### config.mk
export PLATFORM = sky130hd
export DESIGN_NAME = mpa_sequencer
export DESIGN_NICKNAME = d
export VERILOG_FILES = /design/src/rtl/mpa_sequencer.sv
export SDC_FILE = /design/constraint.sdc
export NUM_CORES = 1
export LEC_CHECK = 0
export BUFFER_PORTS_ARGS = -buffer_cell sky130_fd_sc_hd__clkbuf_2
export CORE_AREA = 2 2 135 137
export CTS_CLUSTER_SIZE = 12
export DETAILED_ROUTE_END_ITERATION = 12
export DIE_AREA = 0 0 137 139
export PLACE_DENSITY = 0.71
export SLEW_MARGIN = 20
export SYNTH_ARGS = -nofsm -noshare
export SYNTH_HDL_FRONTEND = slang
export SYNTH_SLANG_ARGS = --single-unit
### constraint.sdc
create_clock -name clk -period 3.6 [get_ports clk]
set_input_delay 0.72 -clock clk [delete_from_list [all_inputs] [get_ports clk]]
set_output_delay 0.72 -clock clk [all_outputs]
set_load 0.01 [all_outputs]
### src/rtl/mpa_sequencer.sv
// mpa_sequencer: Moore microprogram automaton. A host loads microinstruction
// words into an internal memory while idle, then pulses start. Each cycle in
// RUN, the word at pc drives out and selects the next pc (NEXT, BR, WAIT, STOP).
//
// Word layout, MSB to LSB: OUT[OUT_W] OP[2] SEL[SEL_W] INV[1] TGT[ADDR_W]
//
// Ports:
//   clk        rising-edge clock
//   reset_n    asynchronous active-low reset (memory contents are kept)
//   x          condition inputs, one selected per word by SEL
//   start      begin at address 0 (IDLE only)
//   abort      synchronous return to IDLE, beats any opcode, no done
//   prog_we    write strobe for prog_addr/prog_data (IDLE only)
//   out        OUT field of mem[pc] while running, 0 when idle
//   busy       high in RUN
//   done       one-cycle registered pulse after a STOP executes
//   pc         current microprogram address
module mpa_sequencer #(
  parameter int ADDR_W = 4,
  parameter int OUT_W  = 4,
  parameter int SEL_W  = 1,
  localparam int N_COND = 2**SEL_W,
  localparam int WORD_W = OUT_W + 2 + SEL_W + 1 + ADDR_W
) (
  input  logic              clk,
  input  logic              reset_n,
  input  logic [N_COND-1:0] x,
  input  logic              start,
  input  logic              abort,
  input  logic              prog_we,
  input  logic [ADDR_W-1:0] prog_addr,
  input  logic [WORD_W-1:0] prog_data,
  output logic [OUT_W-1:0]  out,
  output logic              busy,
  output logic              done,
  output logic [ADDR_W-1:0] pc
);

  localparam int DEPTH = 2**ADDR_W;

  localparam logic [0:0] S_IDLE = 1'b0;
  localparam logic [0:0] S_RUN  = 1'b1;

  localparam logic [1:0] OP_NEXT = 2'b00;
  localparam logic [1:0] OP_BR   = 2'b01;
  localparam logic [1:0] OP_WAIT = 2'b10;
  localparam logic [1:0] OP_STOP = 2'b11;

  logic [0:0]        state;
  logic [ADDR_W-1:0] pc_q;
  logic              done_q;

  // Microprogram store; deliberately not reset so programs survive reset_n.
  logic [WORD_W-1:0] mem [0:DEPTH-1];

  logic [WORD_W-1:0] word;
  logic [OUT_W-1:0]  w_out;
  logic [1:0]        w_op;
  logic [SEL_W-1:0]  w_sel;
  logic              w_inv;
  logic [ADDR_W-1:0] w_tgt;
  logic              cond;
  logic [ADDR_W-1:0] pc_inc;
  logic [ADDR_W-1:0] pc_nxt;

  assign word  = mem[pc_q];
  assign w_tgt = word[ADDR_W-1:0];
  assign w_inv = word[ADDR_W];
  assign w_sel = word[ADDR_W+1 +: SEL_W];
  assign w_op  = word[ADDR_W+1+SEL_W +: 2];
  assign w_out = word[WORD_W-1 -: OUT_W];

  assign cond   = x[w_sel] ^ w_inv;
  assign pc_inc = pc_q + ADDR_W'(1);  // wraps naturally at the top address

  always_comb begin
    pc_nxt = pc_inc;
    case (w_op)
      OP_BR:   pc_nxt = cond ? w_tgt : pc_inc;
      OP_WAIT: pc_nxt = cond ? pc_inc : pc_q;
      default: pc_nxt = pc_inc;
    endcase
  end

  always_ff @(posedge clk or negedge reset_n) begin
    if (!reset_n) begin
      state  <= S_IDLE;
      pc_q   <= '0;
      done_q <= 1'b0;
    end else begin
      done_q <= 1'b0;
      case (state)
        S_IDLE: begin
          if (start) begin
            state <= S_RUN;
            pc_q  <= '0;
          end
        end
        default: begin
          if (abort) begin
            state <= S_IDLE;
            pc_q  <= '0;
          end else if (w_op == OP_STOP) begin
            state  <= S_IDLE;
            pc_q   <= '0;
            done_q <= 1'b1;
          end else begin
            pc_q <= pc_nxt;
          end
        end
      endcase
    end
  end

  // A write coinciding with start lands before word 0 is first read.
  always_ff @(posedge clk) begin
    if (prog_we && state == S_IDLE) mem[prog_addr] <= prog_data;
  end

  assign busy = (state == S_RUN);
  assign out  = busy ? w_out : '0;
  assign done = done_q;
  assign pc   = pc_q;

endmodule

==> flow_metrics.py, run 1 <==
metrics = {
    "timing": {
        "min_period_ns": 3.32,
        "setup_tns_ns": 0,
        "setup_viol": 0,
        "rsz0062_at_grt": "false",
        "hold_viol_final": 0,
        "fmax_mhz": 301,
        "slew_headroom_pct": 60.9,
        "fin_skew_ns": 0.00909,
        "tightest_slew_ns": 0.581,
        "finalCritPeriodShare_pct": 92.2,
        "drv_slew": 0,
        "setup_ws_ns": 0.280,
    },
    "pwr": {
        "report.power.total_mw": 5.19,
        "powerDensity_nw_per_um2": 580,
        "leakage_nw": 2.86,
        "vdd_ir_drop_max_mv": 0.409,
    },
    "layout": {
        "diodes": 0,
        "layout_common_cells": "edfxtp_1, mux4_2, clkbuf_2",
        "nets": 440,
        "final_common_cell": "edfxtp_1",
        "area_delta_synth_final_pct": 15.4,
        "drive_above_1_share_pct": 34.7,
    },
    "placed_design": {
        "place_congestion": 0.805,
        "portBuffers": 32,
        "post-place-ws_ns": 0.651,
        "dp_hpwl_mm": 9.45,
    },
    "yosys": {
        "ys_seq_area_share_pct": 76.2,
        "synth_seq_cells": 198,
        "yosys-top-cells-area": "edfxtp_1, mux4_2, dfrtp_1",
        "synth_warnings": 0,
        "synth_nets": 378,
        "synth_area_um2": 7760,
        "netlist_instances": 354,
        "synth.avg_cell_area_um2": 21.9,
        "synth_top_area_share_pct": 74.3,
        "synth.largest_area_cell": "edfxtp_1",
        "yosys.cell_types.count": 33,
    },
    "drt": {
        "vias": 3678,
        "vias_per_cell": 5.59,
        "ant_nets": 0,
        "routedWlPerCell_um": 23.7,
        "firstDrtPassIters": 7,
        "drc_errors": 0,
        "drtIter0Drc": 473,
        "wl_mm": 15.6,
    },
    "cts": {
        "cts_tree": "built",
        "post_cts_resized": 0,
        "clkSinkCount": 198,
        "clockBufferDepth": 2,
        "clkLatencyLatePin_ns": 0.43,
        "ctsHoldBuffers": 0,
        "clkTransAtPathRegs_ns": 0.07,
        "root_buffer": "clkbuf_16",
        "cts_made_buffers": 17,
        "htree_levels": 4,
        "post_cts_buffers": 0,
    },
    "run_status": {
        "status": "finished, final reports clean",
    },
    "global_route": {
        "grt-ovfl-total": 0,
        "grt_max_degree": 22,
        "grt_pass1_wl_mm": 23.5,
        "antenna_found_initial": 0,
        "grt.total_usage_pct": 17.7,
        "grt_pass1_vias": 3818,
    },
    "worst_setup_path": {
        "r2r_cells": 8,
        "crit_path_max_fanout": 19,
        "startpoint": "pc[0]",
        "worstReg2RegStart": "pc[2]",
        "critPathKind": "flip-flop to output pin",
        "crit_required_ns": 2.88,
        "critPathLaunchType": "flip-flop",
        "arrival_ns": 2.60,
        "end_kind": "output pin",
    },
    "floorplan": {
        "pin_count": 33,
        "initial_core_util_pct": 43.9,
        "fp.dieH_um": 139,
        "rows": 49,
        "core_um2": 17700,
        "die_x_um": 137,
        "dieArea_um2": 19000,
    },
    "hold_path": {
        "hold_path.class": "input port to asynchronous set/reset pin",
    },
    "job": {
        "max-cap-violations": 0,
    },
}
[through the flow]
step           hold WS (ns)  cells  area (um2)  util [%]
2_1_floorplan         0.424    354        7760         -
3_3_place_gp          0.549    626        8370      47.4
3_5_place_dp          0.555    626        8370      47.4
4_1_cts              0.0901    658        8960      50.7
5_1_grt              0.0994    658        8960      50.7
6_report              0.103    658        8960      50.7
[final timing paths]
| path | endpoint | slack, ns |
|---|---|---|
| max reg2reg | pc[3] | 0.61 |
| max in group asynchronous | pc[0] | 3.32 |
| min | pc[2] | 0.10 |
| max | out[1] | 0.28 |
| min reg2reg | busy | 0.69 |
| min in group clk | busy | 0.54 |
[cell usage after synthesis]
library cell and n:
edfxtp_1 192, mux4_2 54, nor2_1 17, nand2_1 13, buf_1 6, dfrtp_1 6, mux2i_1 6, nand3_1 6
and2_1 5, clkbuf_1 5, nand2b_1 5, a21oi_1 4, nor3_1 4, buf_2 3, nor2b_1 3, a22oi_1 2
and3_1 2, buf_6 2, inv_1 2, mux4_1 2, nand4b_1 2, o21ai_0 2, a211oi_1 1, ha_1 1
nand4_1 1, o21a_1 1, o22a_1 1, o22ai_1 1, o2bb2ai_2 1, o311ai_1 1, o31ai_4 1, or3_1 1
xnor2_1 1
[state kept, by name, indices dropped and copies added, names as in the netlist]
register / count
mem: 192
pc: 4
busy: 1
done: 1
[layer usage]
layer | share of wire [%] | GRT usage, % | vias up
li1 | - | - | 1603
met1 | 40 | 23.8 | 1901
met2 | 50 | 27.8 | 149
met3 | 8.1 | 4.90 | 25
met4 | 1.6 | 6.29 | 0
met5 | 0 | 0 | -
[final cells by class]
class / count / area (um2)
multi-input combinational: 138 / 1780
tap: 229 / 287
inverter: 2 / 7.51
sequential: 198 / 5920
clock buffer: 20 / 437
clock inverter: 12 / 153
fill: 1370 / 8700
timing repair buffer: 59 / 375
[cell families (layout without fill, tap and decap cells)]
| logic type | count (synthesis) | count (layout) | share of synthesized area, % |
|---|---|---|---|
| flops | 198 | 198 | 76.2 |
| mux | 62 | 62 | 17.1 |
| simple gates | 59 | 59 | 3.69 |
| buf+inv | 18 | 93 | 1.11 |
| compound gates | 15 | 15 | 1.55 |
| fa+ha+maj | 1 | 1 | 0.161 |
| xor+xnor | 1 | 1 | 0.113 |
[critical path, cell delays in order (launching register included)]
cell      delay, ns
dfrtp_4        0.60
buf_12         0.25
mux4_2         0.56
mux4_2         0.47
and2_1         0.16
clkbuf_2       0.12
[report_power, final]
part           switching (mW)  internal [mW]
Combinational           0.335          0.363
Sequential             0.0446           2.57
Clock                   0.791           1.09
No activity file was read; power rests on OpenSTA's default activity.
==> run 2, diff against run 1 <==
Settings changed: GPL_TIMING_DRIVEN set to 1, REMOVE_ABC_BUFFERS set to 1.
==> flow_metrics.py, run 2 (synthesis results as in run 1) <==
metrics = {
    "global_route": {
        "grt_pass1_vias": 3899,
        "grt.total_usage_pct": 18.3,
        "antenna_found_initial": 0,
        "grt-ovfl-total": 0,
        "grt_pass1_wl_mm": 24.2,
        "grt_max_degree": 41,
    },
    "layout": {
        "area_delta_synth_final_pct": 14.0,
        "top_register": "mem",
        "final_cell_count_no_fill": 651,
        "stdcell_area_um2": 8840,
        "multiInputGateArea_um2": 1780,
        "largest_register_ffs": 192,
        "nets": 437,
        "utilization_pct": 50.1,
        "diodes": 0,
        "layout_common_cells": "edfxtp_1, mux4_2, clkbuf_2",
        "drive_above_1_share_pct": 33.2,
        "seq_area_um2": 5920,
        "nFillCells": 1399,
        "final_common_cell": "edfxtp_1",
    },
    "floorplan": {
        "pin_count": 33,
        "die_x_um": 137,
        "rows": 49,
        "dieArea_um2": 19000,
        "core_um2": 17700,
        "initial_core_util_pct": 43.9,
        "fp.dieH_um": 139,
    },
    "cts": {
        "clkTransAtPathRegs_ns": 0.06,
        "root_buffer": "clkbuf_16",
        "cts_made_buffers": 17,
        "clkSinkCount": 198,
        "post_cts_resized": 0,
        "clockBufferDepth": 2,
        "htree_levels": 4,
        "ctsHoldBuffers": 0,
        "cts_tree": "built",
        "post_cts_buffers": 0,
        "clkLatencyLatePin_ns": 0.43,
    },
    "job": {
        "max-cap-violations": 0,
    },
    "pwr": {
        "clockPowerShare_pct": 33.5,
        "swShare_pct": 22.5,
        "p_sw_mw": 1.12,
        "seq_power_share_pct": 52.7,
        "p_comb_share_pct": 13.8,
        "report.power.total_mw": 4.96,
        "vdd_ir_drop_max_mv": 0.417,
        "leakage_nw": 2.80,
        "powerDensity_nw_per_um2": 561,
        "p_int_mw": 3.84,
    },
    "timing": {
        "rsz0062_at_grt": "false",
        "drv_slew": 0,
        "fmax_mhz": 300,
        "setup_tns_ns": 0,
        "finalCritPeriodShare_pct": 92.5,
        "slew_headroom_pct": 53.3,
        "holdWs_ns": 0.105,
        "hold_viol_final": 0,
        "fin_skew_ns": 0.00617,
        "min_period_ns": 3.33,
        "tightest_slew_ns": 0.698,
        "setup_viol": 0,
        "setup_ws_ns": 0.272,
    },
    "worst_setup_path": {
        "crit_required_ns": 2.88,
        "max_stage_delay_ns": 0.50,
        "r2r_cells": 8,
        "critPathSlowestCell": "buf_4",
        "path_common_cell": "mux4_2",
        "critPathLaunchType": "flip-flop",
        "critical_path_buf_inv_count": 2,
        "arrival_ns": 2.61,
        "crit_path_max_fanout": 40,
        "end_kind": "output pin",
        "worstReg2RegStart": "pc[0]",
        "critPathKind": "flip-flop to output pin",
        "r2r_setup_slack_ns": 0.52,
        "reg2reg_to": "pc[3]",
        "cp_cell_sequence": "buf_4 -> mux4_2 -> mux4_2 -> and2_1 -> clkbuf_2",
        "cpLargestDelayFamily": "multiplexers",
    },
    "run_status": {
        "status": "finished, final reports clean",
    },
    "drt": {
        "firstDrtPassIters": 5,
        "drc_errors": 0,
        "wl_mm": 16.1,
        "routedWlPerCell_um": 24.7,
        "vias": 3703,
        "vias_per_cell": 5.69,
        "ant_nets": 0,
        "drtIter0Drc": 405,
    },
    "placed_design": {
        "dp_hpwl_mm": 9.80,
        "post_dp_cell_area_um2": 8340,
        "portBuffers": 32,
        "dp_cells": 623,
        "place_congestion": 0.756,
        "post-place-ws_ns": 0.568,
    },
    "hold_path": {
        "hold_path.class": "input port to asynchronous set/reset pin",
    },
}
-- run 2: cell count changes in the layout (fill, tap and decap cells not counted), sizes merged --
cell / delta
bufinv: -2
buf: -3
inv: -2
clkbuf: -1
clkinv: +1
-- run 2: worst max-delay path by stage --
stage	start	to	slack [ns]	cells after the start
after floorplan	pc[0]	out[0]	-0.39	3
after global placement	pc[0]	out[0]	0.72	5
after detailed placement	pc[0]	pc[3]	0.57	8
after CTS	pc[1]	out[2]	0.23	5
after global routing	pc[1]	out[2]	0.16	5
final	pc[1]	out[1]	0.27	5
-- run 2: power by group through the flow --
stage | clock network, mW | logic [mW] | registers (mW)
finish | 1.66 | 0.684 | 2.61
detailed placement | 0 | 0.691 | 2.67
CTS | 1.70 | 0.694 | 2.62
floorplan | 0 | 0.410 | 2.73
global placement | 0 | 0.678 | 2.66
global route | 1.78 | 0.737 | 2.62
-- run 2: final cells by class --
cell class / count / share of cell area (%)
repair buffers: 56 / 3.99
multi-input cells: 138 / 20.1
clock inverters: 9 / 0.736
clock buffers: 19 / 4.90
well taps: 229 / 3.24
flip-flops and latches: 198 / 67.0
inverters: 2 / 0.0849
-- run 2: metal layers --
metal	wire, um	GRT usage (%)	vias up	part of all wire, %
met3	1280	4.50	27	7.9
met4	339	7.43	0	2.1
li1	-	-	1599	-
met1	6510	25.2	1929	41
met2	7930	28.3	148	49
met5	0	0	-	0
